### config.mk
export PLATFORM = sky130hd
export DESIGN_NAME = regfile_param_2r1w
export DESIGN_NICKNAME = d
export VERILOG_FILES = /design/src/rtl/rf_pkg.sv /design/src/rtl/rf_read_port.sv /design/src/rtl/regfile_param_2r1w.sv
export SDC_FILE = /design/constraint.sdc
export NUM_CORES = 1
export LEC_CHECK = 0
export ABC_AREA = 1
export BUFFER_PORTS_ARGS = -buffer_cell sky130_fd_sc_hd__buf_2
export CORE_AREA = 2 2 142 144
export DETAILED_ROUTE_END_ITERATION = 10
export DIE_AREA = 0 0 144 146
export GPL_ROUTABILITY_DRIVEN = 0
export PLACE_DENSITY = 0.45
export SLEW_MARGIN = 40
export SYNTH_ARGS = -nofsm -noshare
export SYNTH_HDL_FRONTEND = slang
export SYNTH_HIERARCHICAL = 1
export SYNTH_SLANG_ARGS = --single-unit
### constraint.sdc
create_clock -name clk -period 2.1 [get_ports clk]
set_input_delay 0.21 -clock clk [delete_from_list [all_inputs] [get_ports clk]]
set_output_delay 0.21 -clock clk [all_outputs]
set_load 0.01 [all_outputs]
### src/rtl/rf_pkg.sv
// Shared definitions for the parametrised 2R1W register file.
package rf_pkg;

  // Default geometry used by the CPU top.
  localparam int RF_DATA_W = 8;
  localparam int RF_ADDR_W = 3;

  // Clear engine states.
  typedef enum logic [1:0] {
    IDLE  = 2'd0,
    CLEAR = 2'd1,
    DONE  = 2'd2
  } clr_state_e;

endpackage

### src/rtl/rf_read_port.sv
// One registered read port: address select, write bypass, zero-register
// and busy masking, then the output register.
module rf_read_port
  import rf_pkg::*;
#(
  parameter int DATA_W    = RF_DATA_W,
  parameter int ADDR_W    = RF_ADDR_W,
  parameter int BYPASS    = 1,
  parameter int ZERO_REG0 = 0
) (
  input  logic                                   clk,
  input  logic                                   RESET,
  input  logic                                   rd_en,
  input  logic [ADDR_W-1:0]                      rd_addr,
  input  logic                                   busy,
  input  logic                                   wr_fire,
  input  logic [ADDR_W-1:0]                      wr_addr,
  input  logic [DATA_W-1:0]                      wr_data,
  input  logic [(1<<ADDR_W)-1:0][DATA_W-1:0]     mem,
  input  logic [(1<<ADDR_W)-1:0]                 vld,
  output logic [DATA_W-1:0]                      rd_data,
  output logic                                   rd_vld
);

  logic [DATA_W-1:0] rd_data_q, rd_data_d;
  logic              rd_vld_q, rd_vld_d;

  // Next read result. Priority: busy mask, zero register, bypass, storage.
  always_comb begin
    rd_data_d = rd_data_q;
    rd_vld_d  = rd_vld_q;
    if (rd_en) begin
      if (busy) begin
        rd_data_d = '0;
        rd_vld_d  = 1'b0;
      end else if ((ZERO_REG0 != 0) && (rd_addr == '0)) begin
        rd_data_d = '0;
        rd_vld_d  = 1'b1;
      end else if ((BYPASS != 0) && wr_fire && (rd_addr == wr_addr)) begin
        rd_data_d = wr_data;
        rd_vld_d  = 1'b1;
      end else begin
        rd_data_d = mem[rd_addr];
        rd_vld_d  = vld[rd_addr];
      end
    end
  end

  // Output register; holds when rd_en is low.
  always_ff @(posedge clk) begin
    if (RESET) begin
      rd_data_q <= '0;
      rd_vld_q  <= 1'b0;
    end else begin
      rd_data_q <= rd_data_d;
      rd_vld_q  <= rd_vld_d;
    end
  end

  assign rd_data = rd_data_q;
  assign rd_vld  = rd_vld_q;

endmodule

### src/rtl/regfile_param_2r1w.sv
// Parametrised two-read, one-write register file with per-entry valid bits,
// optional hard-wired zero register and a sequenced clear engine.
//
// Write handshake: a write is taken on a rising edge when wr_en && wr_ready;
// wr_ready is low while the clear engine runs, and the writer must hold
// wr_en/wr_addr/wr_data until it sees wr_ready high on an edge.
module regfile_param_2r1w
  import rf_pkg::*;
#(
  parameter int DATA_W    = RF_DATA_W,
  parameter int ADDR_W    = RF_ADDR_W,
  parameter int BYPASS    = 1,
  parameter int ZERO_REG0 = 0
) (
  input  logic              clk,
  input  logic              RESET,
  input  logic              wr_en,
  input  logic [ADDR_W-1:0] wr_addr,
  input  logic [DATA_W-1:0] wr_data,
  output logic              wr_ready,
  input  logic              rd_en,
  input  logic [ADDR_W-1:0] rd1_addr,
  input  logic [ADDR_W-1:0] rd2_addr,
  output logic [DATA_W-1:0] rd1_data,
  output logic [DATA_W-1:0] rd2_data,
  output logic              rd1_vld,
  output logic              rd2_vld,
  input  logic              clr_req,
  output logic              busy,
  output logic              clr_done,
  output logic [1:0]        dbg_clr_state
);

  localparam int DEPTH = 1 << ADDR_W;

  localparam logic [1:0] ST_IDLE  = IDLE;
  localparam logic [1:0] ST_CLEAR = CLEAR;
  localparam logic [1:0] ST_DONE  = DONE;

  logic [DEPTH-1:0][DATA_W-1:0] mem_q, mem_d;
  logic [DEPTH-1:0]             vld_q, vld_d;
  logic [1:0]                   state_q, state_d;
  logic [ADDR_W-1:0]            ptr_q, ptr_d;
  logic                         busy_q, busy_d;
  logic                         clr_done_q, clr_done_d;

  logic wr_fire;
  logic wr_commit;

  // A write is accepted whenever the clear engine is idle; entry 0 is
  // read-only when the zero register is enabled.
  assign wr_fire   = wr_en && !busy_q;
  assign wr_commit = wr_fire && !((ZERO_REG0 != 0) && (wr_addr == '0));

  // Storage update: accepted write or one clear step per cycle.
  always_comb begin
    mem_d = mem_q;
    vld_d = vld_q;
    if (wr_commit) begin
      mem_d[wr_addr] = wr_data;
      vld_d[wr_addr] = 1'b1;
    end
    if (state_q == ST_CLEAR) begin
      mem_d[ptr_q] = '0;
      vld_d[ptr_q] = 1'b0;
    end
  end

  // Clear engine: walks every entry once, then a one-cycle DONE.
  always_comb begin
    state_d = state_q;
    ptr_d   = ptr_q;
    case (state_q)
      ST_IDLE: begin
        if (clr_req) begin
          state_d = ST_CLEAR;
          ptr_d   = '0;
        end
      end
      ST_CLEAR: begin
        if (ptr_q == ADDR_W'(DEPTH - 1)) begin
          state_d = ST_DONE;
          ptr_d   = '0;
        end else begin
          ptr_d = ptr_q + ADDR_W'(1);
        end
      end
      ST_DONE: begin
        state_d = ST_IDLE;
      end
      default: begin
        state_d = ST_IDLE;
        ptr_d   = '0;
      end
    endcase
    busy_d     = (state_d != ST_IDLE);
    clr_done_d = (state_d == ST_DONE);
  end

  // State registers; reset wins over everything and aborts a clear.
  always_ff @(posedge clk) begin
    if (RESET) begin
      mem_q      <= '0;
      vld_q      <= '0;
      state_q    <= ST_IDLE;
      ptr_q      <= '0;
      busy_q     <= 1'b0;
      clr_done_q <= 1'b0;
    end else begin
      mem_q      <= mem_d;
      vld_q      <= vld_d;
      state_q    <= state_d;
      ptr_q      <= ptr_d;
      busy_q     <= busy_d;
      clr_done_q <= clr_done_d;
    end
  end

  rf_read_port #(
    .DATA_W    (DATA_W),
    .ADDR_W    (ADDR_W),
    .BYPASS    (BYPASS),
    .ZERO_REG0 (ZERO_REG0)
  ) u_rd1 (
    .clk     (clk),
    .RESET   (RESET),
    .rd_en   (rd_en),
    .rd_addr (rd1_addr),
    .busy    (busy_q),
    .wr_fire (wr_fire),
    .wr_addr (wr_addr),
    .wr_data (wr_data),
    .mem     (mem_q),
    .vld     (vld_q),
    .rd_data (rd1_data),
    .rd_vld  (rd1_vld)
  );

  rf_read_port #(
    .DATA_W    (DATA_W),
    .ADDR_W    (ADDR_W),
    .BYPASS    (BYPASS),
    .ZERO_REG0 (ZERO_REG0)
  ) u_rd2 (
    .clk     (clk),
    .RESET   (RESET),
    .rd_en   (rd_en),
    .rd_addr (rd2_addr),
    .busy    (busy_q),
    .wr_fire (wr_fire),
    .wr_addr (wr_addr),
    .wr_data (wr_data),
    .mem     (mem_q),
    .vld     (vld_q),
    .rd_data (rd2_data),
    .rd_vld  (rd2_vld)
  );

  assign wr_ready      = !busy_q;
  assign busy          = busy_q;
  assign clr_done      = clr_done_q;
  assign dbg_clr_state = state_q;

endmodule

; ---- Yosys cells after proc, flatten, opt, wreduce, memory -nomap -nowiden
; Cells that the tools add are included.
[totals]
regBits = 97
inputBits = 22
output_inout_bits = 23
elab_cells = 81
[classes]
n_addsub = 1
n_lt_le_gt_ge = 6
n_eq_ne = 7
n_mux = 35
n_bitwise = 6
n_reduce_logical = 9
[op_table]
columns = operator, n
row1 = $mux W64, 2
row2 = $mux W8, 10
row3 = $and A64 B64 Y64, 1
row4 = $bwmux W64, 1
row5 = $not A64 Y64, 1
row6 = $bmux W8 S3, 2
row7 = $demux W8 S3, 2
row8 = $lt A3 B4 Y1 const B, 4
row9 = $pmux W3 S3, 1
row10 = $and A8 B8 Y8, 1
row11 = $mux W1, 8
row12 = $not A8 Y8, 1
row13 = $or A8 B8 Y8, 1
row14 = $bmux W1 S3, 2
row15 = $demux W1 S3, 2
row16 = $eq A3 B3 Y1, 2
row17 = $ge A3 B1 Y1 const B, 2
row18 = $mux W3, 2
row19 = $logic_and A1 B1 Y1, 5
row20 = $eq A2 B2 Y1 const B, 2
row21 = $mux W2, 2
row22 = $pmux W2 S2, 1
row23 = $add A3 B1 Y3 const B, 1
row24 = $eq A3 B3 Y1 const B, 1
row25 = 7 further kinds, 7

; ---- Depth between registers and ports, before layout
; Gate-level depths: netlist of the first run.
[depth]
word_depth = 8
mapped_depth = 10
ltp_nobuf = 9

; ---- Cells and area by module
; The synthesis of the first run kept the hierarchy.
[modules_own_cells]
columns = mod, n_inst, cells_per_inst, area_each_um2, seq_area_each_um2
row1 = regfile_param_2r1w, 1, 462, 3235.6, 1581.5
row2 = rf_read_port, 2, 245, 1276.2, 180.2

; ---- Worst setup path after synthesis of the first run
; No wires, ideal clock.
[synth_path]
path_type = register to register
startpoint = reg busy_q, in the netlist busy
endpoint = reg u_rd1.rd_vld_q, in the netlist u_rd1/rd_vld
setup_time_ns = 0.067
arrival_ns = 1.268
required_ns = 2.033
path_slack_ns = 0.765
path_stages_with_launch = 9
n_path_buf = 1
period_less_slack_ns = 1.335
cell_sequence = dfxtp_1 nor2_2 buf_6 nand2_2 nor2_8 nand2_4 nand3_1 nand2_1 a21oi_2
[synth_between]
elab_chain_len = 5
[synth_rtl]
columns = item, line
row1 = "start, declared", regfile_param_2r1w.sv:44  ; logic busy_q, busy_d;
row2 = "start signal, assigned", regfile_param_2r1w.sv:114  ; busy_q <= busy_d;
row3 = $logic_not A1 Y1, regfile_param_2r1w.sv:52  ; assign wr_fire = wr_en && !busy_q;
row4 = $logic_and A1 B1 Y1, regfile_param_2r1w.sv:52
row5 = named net wr_commit, regfile_param_2r1w.sv:48  ; logic wr_commit;
row6 = $logic_and A1 B1 Y1, rf_read_port.sv:39  ; end else if ((BYPASS != 0) && wr_fire && (rd_addr == wr_addr)) begin
row7 = $mux W1, rf_read_port.sv:39
row8 = $mux W1, rf_read_port.sv:33  ; if (busy) begin
row9 = "end signal, assigned", rf_read_port.sv:56  ; rd_vld_q <= rd_vld_d;
row10 = "end, declared", rf_read_port.sv:26  ; logic rd_vld_q, rd_vld_d;
; The timed path passes the listed nets, and every way through them passes these cells.
; A chain may end at the register's enable or synchronous reset.

; ---- Final worst setup path of the first run
[layout_path]
startpoint = reg busy_q, in the netlist busy
endpoint = reg u_rd2.rd_data_q[1], in the netlist u_rd2/rd_data[1]
[layout_between]
elab_chain_len = 5
[layout_rtl]
columns = item, line
row1 = $logic_not A1 Y1, regfile_param_2r1w.sv:52
row2 = $logic_and A1 B1 Y1, regfile_param_2r1w.sv:52
row3 = $logic_and A1 B1 Y1, rf_read_port.sv:39
row4 = $mux W8, rf_read_port.sv:39
row5 = $mux W8 (*), rf_read_port.sv:33
row6 = "end signal, assigned", rf_read_port.sv:55  ; rd_data_q <= rd_data_d;
row7 = "end, declared", rf_read_port.sv:25  ; logic [DATA_W-1:0] rd_data_q, rd_data_d;
; Mark *: on every way between the ends. The rest lies on a longest branch, timed or not.

==> results of run 1 <==
layer usage:
metal / share of wire (%) / track usage (%)
met1: 49 / 31.02
met4: 1.8 / 5.539
met2: 44 / 30.98
met5: 0 / 0
met3: 5.9 / 2.402
critical path: cells and delay by family (launching register included):
family | cells | cell delay, ns
and+or+nand+nor | 6 | 1.08
AOI/OAI and AO/OA | 1 | 0.11
DFF | 1 | 0.44
flip-flops by register name (all words and copies together) (netlist names):
signal / flops
mem_q: 64
vld_q: 8
u_rd1/rd_data: 8
dbg_clr_state: 2
clr_done: 1
u_rd1/rd_vld: 1
ptr_q: 3
u_rd2/rd_vld: 1
u_rd2/rd_data: 8
busy: 1
worst paths after layout:
kind / startpoint / end / slack (ns) / cells past startpoint
worst max register to register: busy / u_rd2/rd_data[1] / 0.41 / 7
worst min-delay path: clr_req / dbg_clr_state[0] / 0.18 / 3
worst min register to register: u_rd1/rd_data[3] / u_rd1/rd_data[3] / 0.46 / 2
worst max-delay path: busy / u_rd2/rd_data[1] / 0.41 / 7
through the flow:
step           utilization [%]  setup WS (ns)  hold slack (ns)  power [mW]  instances
2_1_floorplan                -         0.7647           0.3449       2.501        952
3_3_place_gp             32.21         0.4238           0.4547       2.770       1244
3_5_place_dp             32.21         0.4503           0.4525       2.768       1244
4_1_cts                  33.74         0.4230           0.1808       4.493       1259
5_1_grt                  33.74         0.2538           0.1922       4.677       1259
6_report                 33.74         0.4119           0.1840       4.450       1259
cell families after synthesis:
group / after synthesis / share of synthesized area [%]
AO/OA/AOI/OAI: 29 / 2.832
adder cells (fa/ha/maj): 2 / 0.4323
buffers and inverters: 139 / 11.31
flip-flops: 97 / 33.55
AND/OR/NAND/NOR: 685 / 51.88
layout make-up:
class                           instances  area (um2)  share of cell area, %
Clock buffer                           10       239.0                  3.663
Clock inverter                          5       56.30                 0.8631
Inverter                              106       397.9                  6.099
Multi-Input combinational cell        716        3192                  48.93
Sequential cell                        97        1942                  29.77
Tap cell                              265       331.6                  5.082
Timing Repair Buffer                   60       365.4                  5.600
report_power, final:
part	total, mW	internal, mW	leakage [nW]	switching, mW
Clock	1.72	0.949	0.144	0.771
Combinational	0.763	0.231	2.08	0.531
Sequential	1.97	1.91	0.788	0.0624
Total	4.45	3.09	3.01	1.36
synthesized netlist by cell type:
cell	number	area [um2]
nand2_1	328	1231
nand3_1	165	825.8
nor2_1	154	578.1
dfxtp_1	97	1942
inv_1	94	352.8
a21oi_1	22	110.1
buf_6	14	157.7
buf_2	13	65.06
nor2_4	10	112.6
inv_2	9	33.78
nand2_2	8	50.05
nand4_1	8	50.05
nor2_2	4	25.02
nor2_8	4	80.08
o21a_1	4	30.03
buf_4	3	22.52
clkinv_1	3	11.26
a21oi_2	2	17.52
buf_1	2	7.510
ha_1	2	25.02
nand2_4	2	22.52
a31oi_1	1	6.260
clkbuf_1	1	3.750
nand3_2	1	10.01
nand3_4	1	17.52
==> summary.txt, run 1 <==
CRITICAL PATH
--------------------------------------------------------------------------------------
Worst endpoint required time                                                   2.39 ns
CP startpoint kind                                                           flip-flop
Maximum fanout count along the critical path                                         9
CP peak stage delay                                                            0.44 ns
CP Data Arrival Time                                                           1.98 ns
Ordered list of cells on the worst path                                   nor2_2 > nand2_2 > nor2_8 > nand2_4 > nand3_1 > nand2_1 > a21oi_1
Max stage delay cell, worst path                                               dfxtp_1
Critical path class                                                            reg2reg
Capturing element type of the critical path                                  flip-flop

ROUTING
--------------------------------------------------------------------------------------
Total length of routed wires                                                  21270 um
Number of detailed-routing iterations run before antenna repair                      7
Routed wire length per instance                                               16.90 um
Total number of vias                                                              5975
First-iteration detailed-routing DRC count                                         535
DRC errors left                                                                      0
Via/cell ratio                                                                   4.746
Antenna Nets Post-Route                                                              0

GRT
--------------------------------------------------------------------------------------
Total grt overflow                                                                   0
Global Route Usage Sum                                                          20.65%
Initial antenna violation count                                                      0
First-pass GRT wire length                                                    32390 um
Number of global-route vias before repair                                         5312
Largest net degree at the start of global routing                                   37

CLOCK TREE
--------------------------------------------------------------------------------------
CTS sink cnt                                                                        97
Clock slew at the register clock pins of the worst setup and hold paths        0.07 ns
Number of levels in the clock H-tree                                                 3
Number of setup buffers added after CTS                                              0
Worst skew pair latency                                                        0.36 ns
CTS Hold Buffers Added                                                               0
Number of gates resized after cts                                                    0
CTS Root Cell                                                                clkbuf_16
Number of buffers on the longest clock path                                          2
Num CTS Buffers                                                                      9
CTS tree                                                                           yes

YOSYS
--------------------------------------------------------------------------------------
Yosys warning count                                                                  6
Yosys cell types                                                                    25
Part of the Yosys area used for sequential elements                             33.55%
Synth Net Count                                                                    976
Post-synth design cell area                                                   5788 um2
FF+latch count, synth                                                               97
Cell count after synthesis                                                         952
Synthesized area per cell                                                    6.080 um2

TIMING
--------------------------------------------------------------------------------------
Worst-Margin Slew                                                            0.6526 ns
Sum Neg Setup Slack                                                               0 ns
Highest achievable clock rate                                               0.5924 GHz
Final critical delay including setup and external delays                      1.688 ns
Max-slew headroom at the worst pin                                              56.34%
Final worst path period share                                                   80.39%
Unrepaired setup endpoints after global routing                                  false
Endpoints failing setup                                                              0
Final count of hold timing violations                                                0
Worst clock skew                                                           0.008893 ns
Slew Limit Fails                                                                     0

POWER
--------------------------------------------------------------------------------------
PD cells                                                                  682.1 nW/um2
Leakage power figure                                                          3.011 nW
Peak supply drop                                                           0.0003619 V

PLACEMENT
--------------------------------------------------------------------------------------
Count of input and output buffers                                                   44
Post-DP HPWL                                                                  15810 um
Area after detailed placement                                                 6228 um2

FLOORPLAN
--------------------------------------------------------------------------------------
Number of primary I/O pins                                                          45
Horizontal extent of the die                                                    144 um
Area of the die                                                              21020 um2
Core Footprint                                                               19330 um2
Starting utilization of the core area                                           29.94%
Overall die height                                                              146 um
Number of standard-cell rows in the floorplan                                       51

FINISH
--------------------------------------------------------------------------------------
Final Cell Area                                                               6524 um2
Fraction of layout cells with a size suffix above 1                             11.67%
Synthesis-to-finish area growth                                                 12.71%
Leading cell type in the layout, fill and taps excluded                        nand2_1
Number of nets in the final layout                                                1014
Most used cells in the layout excluding fill and tap cells                328 x nand2_1, 165 x nand3_1, 154 x nor2_1
Number of antenna cells inserted                                                     0
Filler instances                                                                  2239

RUN STATUS
--------------------------------------------------------------------------------------
Run status                                                                finished, final reports clean

WORST HOLD PATH
--------------------------------------------------------------------------------------
Path type of the worst min-delay path                                           in2reg

RUN
--------------------------------------------------------------------------------------
Max-cap violations                                                                   0

Note: power is estimated with default switching activity, not from simulation.
==> run 2, diff against run 1 <==
--- a/config.mk
+++ b/config.mk
@@ -5,13 +5,13 @@
 export SDC_FILE = /design/constraint.sdc
 export NUM_CORES = 1
 export LEC_CHECK = 0
-export ABC_AREA = 1
+export ABC_AREA = 0
 export BUFFER_PORTS_ARGS = -buffer_cell sky130_fd_sc_hd__buf_2
-export CORE_AREA = 2 2 142 144
+export CORE_AREA = 2 2 134 136
 export DETAILED_ROUTE_END_ITERATION = 10
-export DIE_AREA = 0 0 144 146
+export DIE_AREA = 0 0 136 138
 export GPL_ROUTABILITY_DRIVEN = 0
-export PLACE_DENSITY = 0.45
+export PLACE_DENSITY = 0.47
 export SLEW_MARGIN = 40
 export SYNTH_ARGS = -nofsm -noshare
 export SYNTH_HDL_FRONTEND = slang
==> constraint.sdc (replaced) <==
create_clock -name clk -period 1.4 [get_ports clk]
set_input_delay 0.14 -clock clk [delete_from_list [all_inputs] [get_ports clk]]
set_output_delay 0.14 -clock clk [all_outputs]
set_load 0.01 [all_outputs]
==> run 2 against run 1 <==
Compared with the run above: the run now ends with setup timing left; cell area decreased by 8.8%; critical endpoint is now mem_q[6]; routed wire length is 29% lower; sequential power up 45%.
==> summary.txt, run 2 <==
PLACEMENT
--------------------------------------------------------------------------------------
Worst slack at placement                                                    -0.1385 ns   -0.5887 ns
Count of input and output buffers                                                   44   unchanged
Post-DP HPWL                                                                  10880 um   -31%

FINISH
--------------------------------------------------------------------------------------
Max reg flops                                                                       64   unchanged
Number of antenna cells inserted                                                     0   unchanged
Synthesis-to-finish area growth                                                 16.71%
Most used cells in the layout excluding fill and tap cells                96 x dfxtp_1, 70 x nand3_1, 68 x a21oi_1
Number of nets in the final layout                                                 583   -43%
Fraction of layout cells with a size suffix above 1                             26.06%   +14 points
Register with the most flip-flops                                                mem_q
Leading cell type in the layout, fill and taps excluded                        dfxtp_1

ROUTING
--------------------------------------------------------------------------------------
Total number of vias                                                              4319   -28%
Number of detailed-routing iterations run before antenna repair                      5   -2
First-iteration detailed-routing DRC count                                         412   -23%
Via/cell ratio                                                                   5.446   +15%
Total length of routed wires                                                  15170 um   -29%
DRC errors left                                                                      0   unchanged
Routed wire length per instance                                               19.13 um   +13%
Antenna Nets Post-Route                                                              0   unchanged

GRT
--------------------------------------------------------------------------------------
First-pass GRT wire length                                                    24180 um   -25%
Global Route Usage Sum                                                          16.50%   -4.1 points
Initial antenna violation count                                                      0   unchanged
Largest net degree at the start of global routing                                   37   unchanged
Total grt overflow                                                                   0   unchanged
Number of global-route vias before repair                                         4273   -20%

WORST HOLD PATH
--------------------------------------------------------------------------------------
Worst hold path stage count                                                          3   unchanged
Path type of the worst min-delay path                                           in2reg

YOSYS
--------------------------------------------------------------------------------------
Most frequent cell after synthesis                                             dfxtp_1
Part of the Yosys area used for sequential elements                             38.09%   +4.5 points
Most used DFF post-synth                                                       dfxtp_1
Post-synth EDFFs                                                                     0   unchanged
Yosys warning count                                                                  6   unchanged
Synth Net Count                                                                    549   -44%
Most used standard cells in the synthesized netlist                       97 x dfxtp_1, 70 x nand3_1, 68 x a21oi_1, 49 x o21ai_1, 33 x o21ai_0
Synthesized area per cell                                                    9.712 um2   +60%
Fraction of registers with async set/reset                                          0%   unchanged
Library cell occupying the most area in the post-synthesis netlist             dfxtp_1
Top-area cell type share of the netlist area                                    38.09%   +4.5 points
Cell count after synthesis                                                         525   -45%
FF+latch count, synth                                                               97   unchanged
Leading post-synthesis cells by cell area                                 dfxtp_1 38%, mux4_2 14%, nand3_1 6.9%, a21oi_1 6.7%, o21ai_1 4.8%
Yosys cell types                                                                    41   +64%
Post-synth design cell area                                                   5099 um2   -12%

TIMING
--------------------------------------------------------------------------------------
Endpoints failing setup                                                              5   +5
Final count of hold timing violations                                                0   unchanged
Highest achievable clock rate                                               0.7075 GHz   +19%
Final worst path period share                                                   101.0%   +21 points
Worst-Margin Slew                                                            0.7570 ns   +0.1044 ns
Min setup slack post-route                                                 -0.01348 ns   -0.4253 ns
Sum Neg Setup Slack                                                        -0.02167 ns   -0.02167 ns
Unrepaired setup endpoints after global routing                                   true
Worst clock skew                                                           0.006881 ns   -0.002013 ns
Slew Limit Fails                                                                     0   unchanged
Max-slew headroom at the worst pin                                              49.54%   -6.8 points
Final critical delay including setup and external delays                      1.413 ns   -0.2747 ns

FLOORPLAN
--------------------------------------------------------------------------------------
Core Footprint                                                               17530 um2   -9.3%
Horizontal extent of the die                                                    136 um   -5.6%
Area of the die                                                              18770 um2   -11%
Starting utilization of the core area                                           29.08%   -0.86 points
Number of standard-cell rows in the floorplan                                       49   -3.9%
Overall die height                                                              138 um   -5.5%
Number of primary I/O pins                                                          45   unchanged

CRITICAL PATH
--------------------------------------------------------------------------------------
Capturing element type of the critical path                                  flip-flop
R2R cell count                                                                       5   -2
Maximum fanout count along the critical path                                        18   +9
CP startpoint kind                                                           flip-flop
Worst endpoint required time                                                   1.62 ns   -0.77 ns
CP Data Arrival Time                                                           1.63 ns   -0.35 ns
Critical path class                                                            reg2reg

CLOCK TREE
--------------------------------------------------------------------------------------
Number of levels in the clock H-tree                                                 3   unchanged
Num CTS Buffers                                                                      9   unchanged
CTS Root Cell                                                                clkbuf_16
CTS tree                                                                           yes
CTS Hold Buffers Added                                                               0   unchanged
Worst skew pair latency                                                        0.34 ns   -0.02 ns
Clock slew at the register clock pins of the worst setup and hold paths        0.07 ns   about the same
CTS sink cnt                                                                        97   unchanged
Number of buffers on the longest clock path                                          2   unchanged

RUN STATUS
--------------------------------------------------------------------------------------
Run status                                                                complete, but fails checks
Violated checks                                                           setup timing

POWER
--------------------------------------------------------------------------------------
PD cells                                                                   1071 nW/um2   +57%
Leakage power figure                                                          2.087 nW   -31%
Overall power of the completed layout                                         6.373 mW   +43%
Peak supply drop                                                           0.0006917 V   +91%

RUN
--------------------------------------------------------------------------------------
Max-cap violations                                                                   0   unchanged

[run 2: changes by cell type in the layout (fill, tap and decap cells not counted), moves of 16 or more]
cell / before / now
inv_1: 94 / 4
a22oi_1: 0 / 16
mux4_2: 0 / 32
mux2i_1: 0 / 23
nand3_1: 165 / 70
o21ai_1: 0 / 53
a21oi_1: 22 / 68
o21ai_0: 0 / 27
nand2_1: 328 / 1
nor2_1: 154 / 17
[run 2: cells by family after synthesis]
logic type / synth area share (%)
AOI/OAI and AO/OA: 20.44
DFF: 38.09
adders and majority gates: 0.4907
xor gates and xnor gates: 1.031
and+or+nand+nor: 12.64
muxes: 19.09
buffers and inverters: 8.221
[run 2: final timing paths]
kind / startpoint / slack [ns] / end
hold / removal: clr_req / 0.07 / busy
setup reg to reg: busy / -0.01 / mem_q[6]
hold reg to reg: u_rd2/rd_vld / 0.48 / u_rd2/rd_vld
setup / recovery: busy / -0.01 / mem_q[6]
[run 2: report_power, final]
| part | leakage (nW) | internal, mW | switching (mW) | total, mW |
|---|---|---|---|---|
| logic | 1.14 | 0.305 | 0.480 | 0.785 |
| registers | 0.785 | 2.81 | 0.0410 | 2.85 |
| clock network | 0.162 | 1.66 | 1.08 | 2.74 |
| total | 2.09 | 4.78 | 1.60 | 6.37 |
[run 2: worst max-delay path: stages (launching register included)]
cell and delay (ns):
dfxtp_2 0.34, buf_6 0.13, or3b_4 0.41, buf_12 0.17, o21ai_1 0.13, a21oi_1 0.09
[run 2: area by class of cell]
| class | instances | area, um2 |
|---|---|---|
| repair buffers | 78 | 611.8 |
| flip-flops and latches | 97 | 1943 |
| well taps | 229 | 286.5 |
| multi-input cells | 369 | 2764 |
| clock buffers | 11 | 252.7 |
| clock inverters | 5 | 77.57 |
| fillers | 1819 | 11580 |
| inverters | 4 | 15.01 |
[run 2: what timing repair did]
action                                  4_1_cts  5_1_grt
buffers inserted                              0        0
endpoints found under the setup margin       37       51
resized for setup                             6       12
pin swaps                                     1        1
[run 2: metrics by stage]
stage | hold WS, ns | std cells | area [um2] | util, %
6_report | 0.06586 | 793 | 5951 | 33.94
5_1_grt | 0.08751 | 793 | 5951 | 33.94
4_1_cts | 0.06069 | 793 | 5922 | 33.77
3_5_place_dp | 0.4298 | 777 | 5583 | 31.84
3_3_place_gp | 0.4350 | 777 | 5583 | 31.84
2_1_floorplan | 0.2746 | 525 | 5100 | -
[run 2: metal layers]
| layer | track usage, % | vias up | share of wire, % |
|---|---|---|---|
| li1 | - | 2048 | - |
| met1 | 22.45 | 2131 | 45 |
| met2 | 26.74 | 128 | 48 |
| met3 | 2.347 | 12 | 5.3 |
| met4 | 5.647 | 0 | 1.4 |
| met5 | 0 | - | 0 |
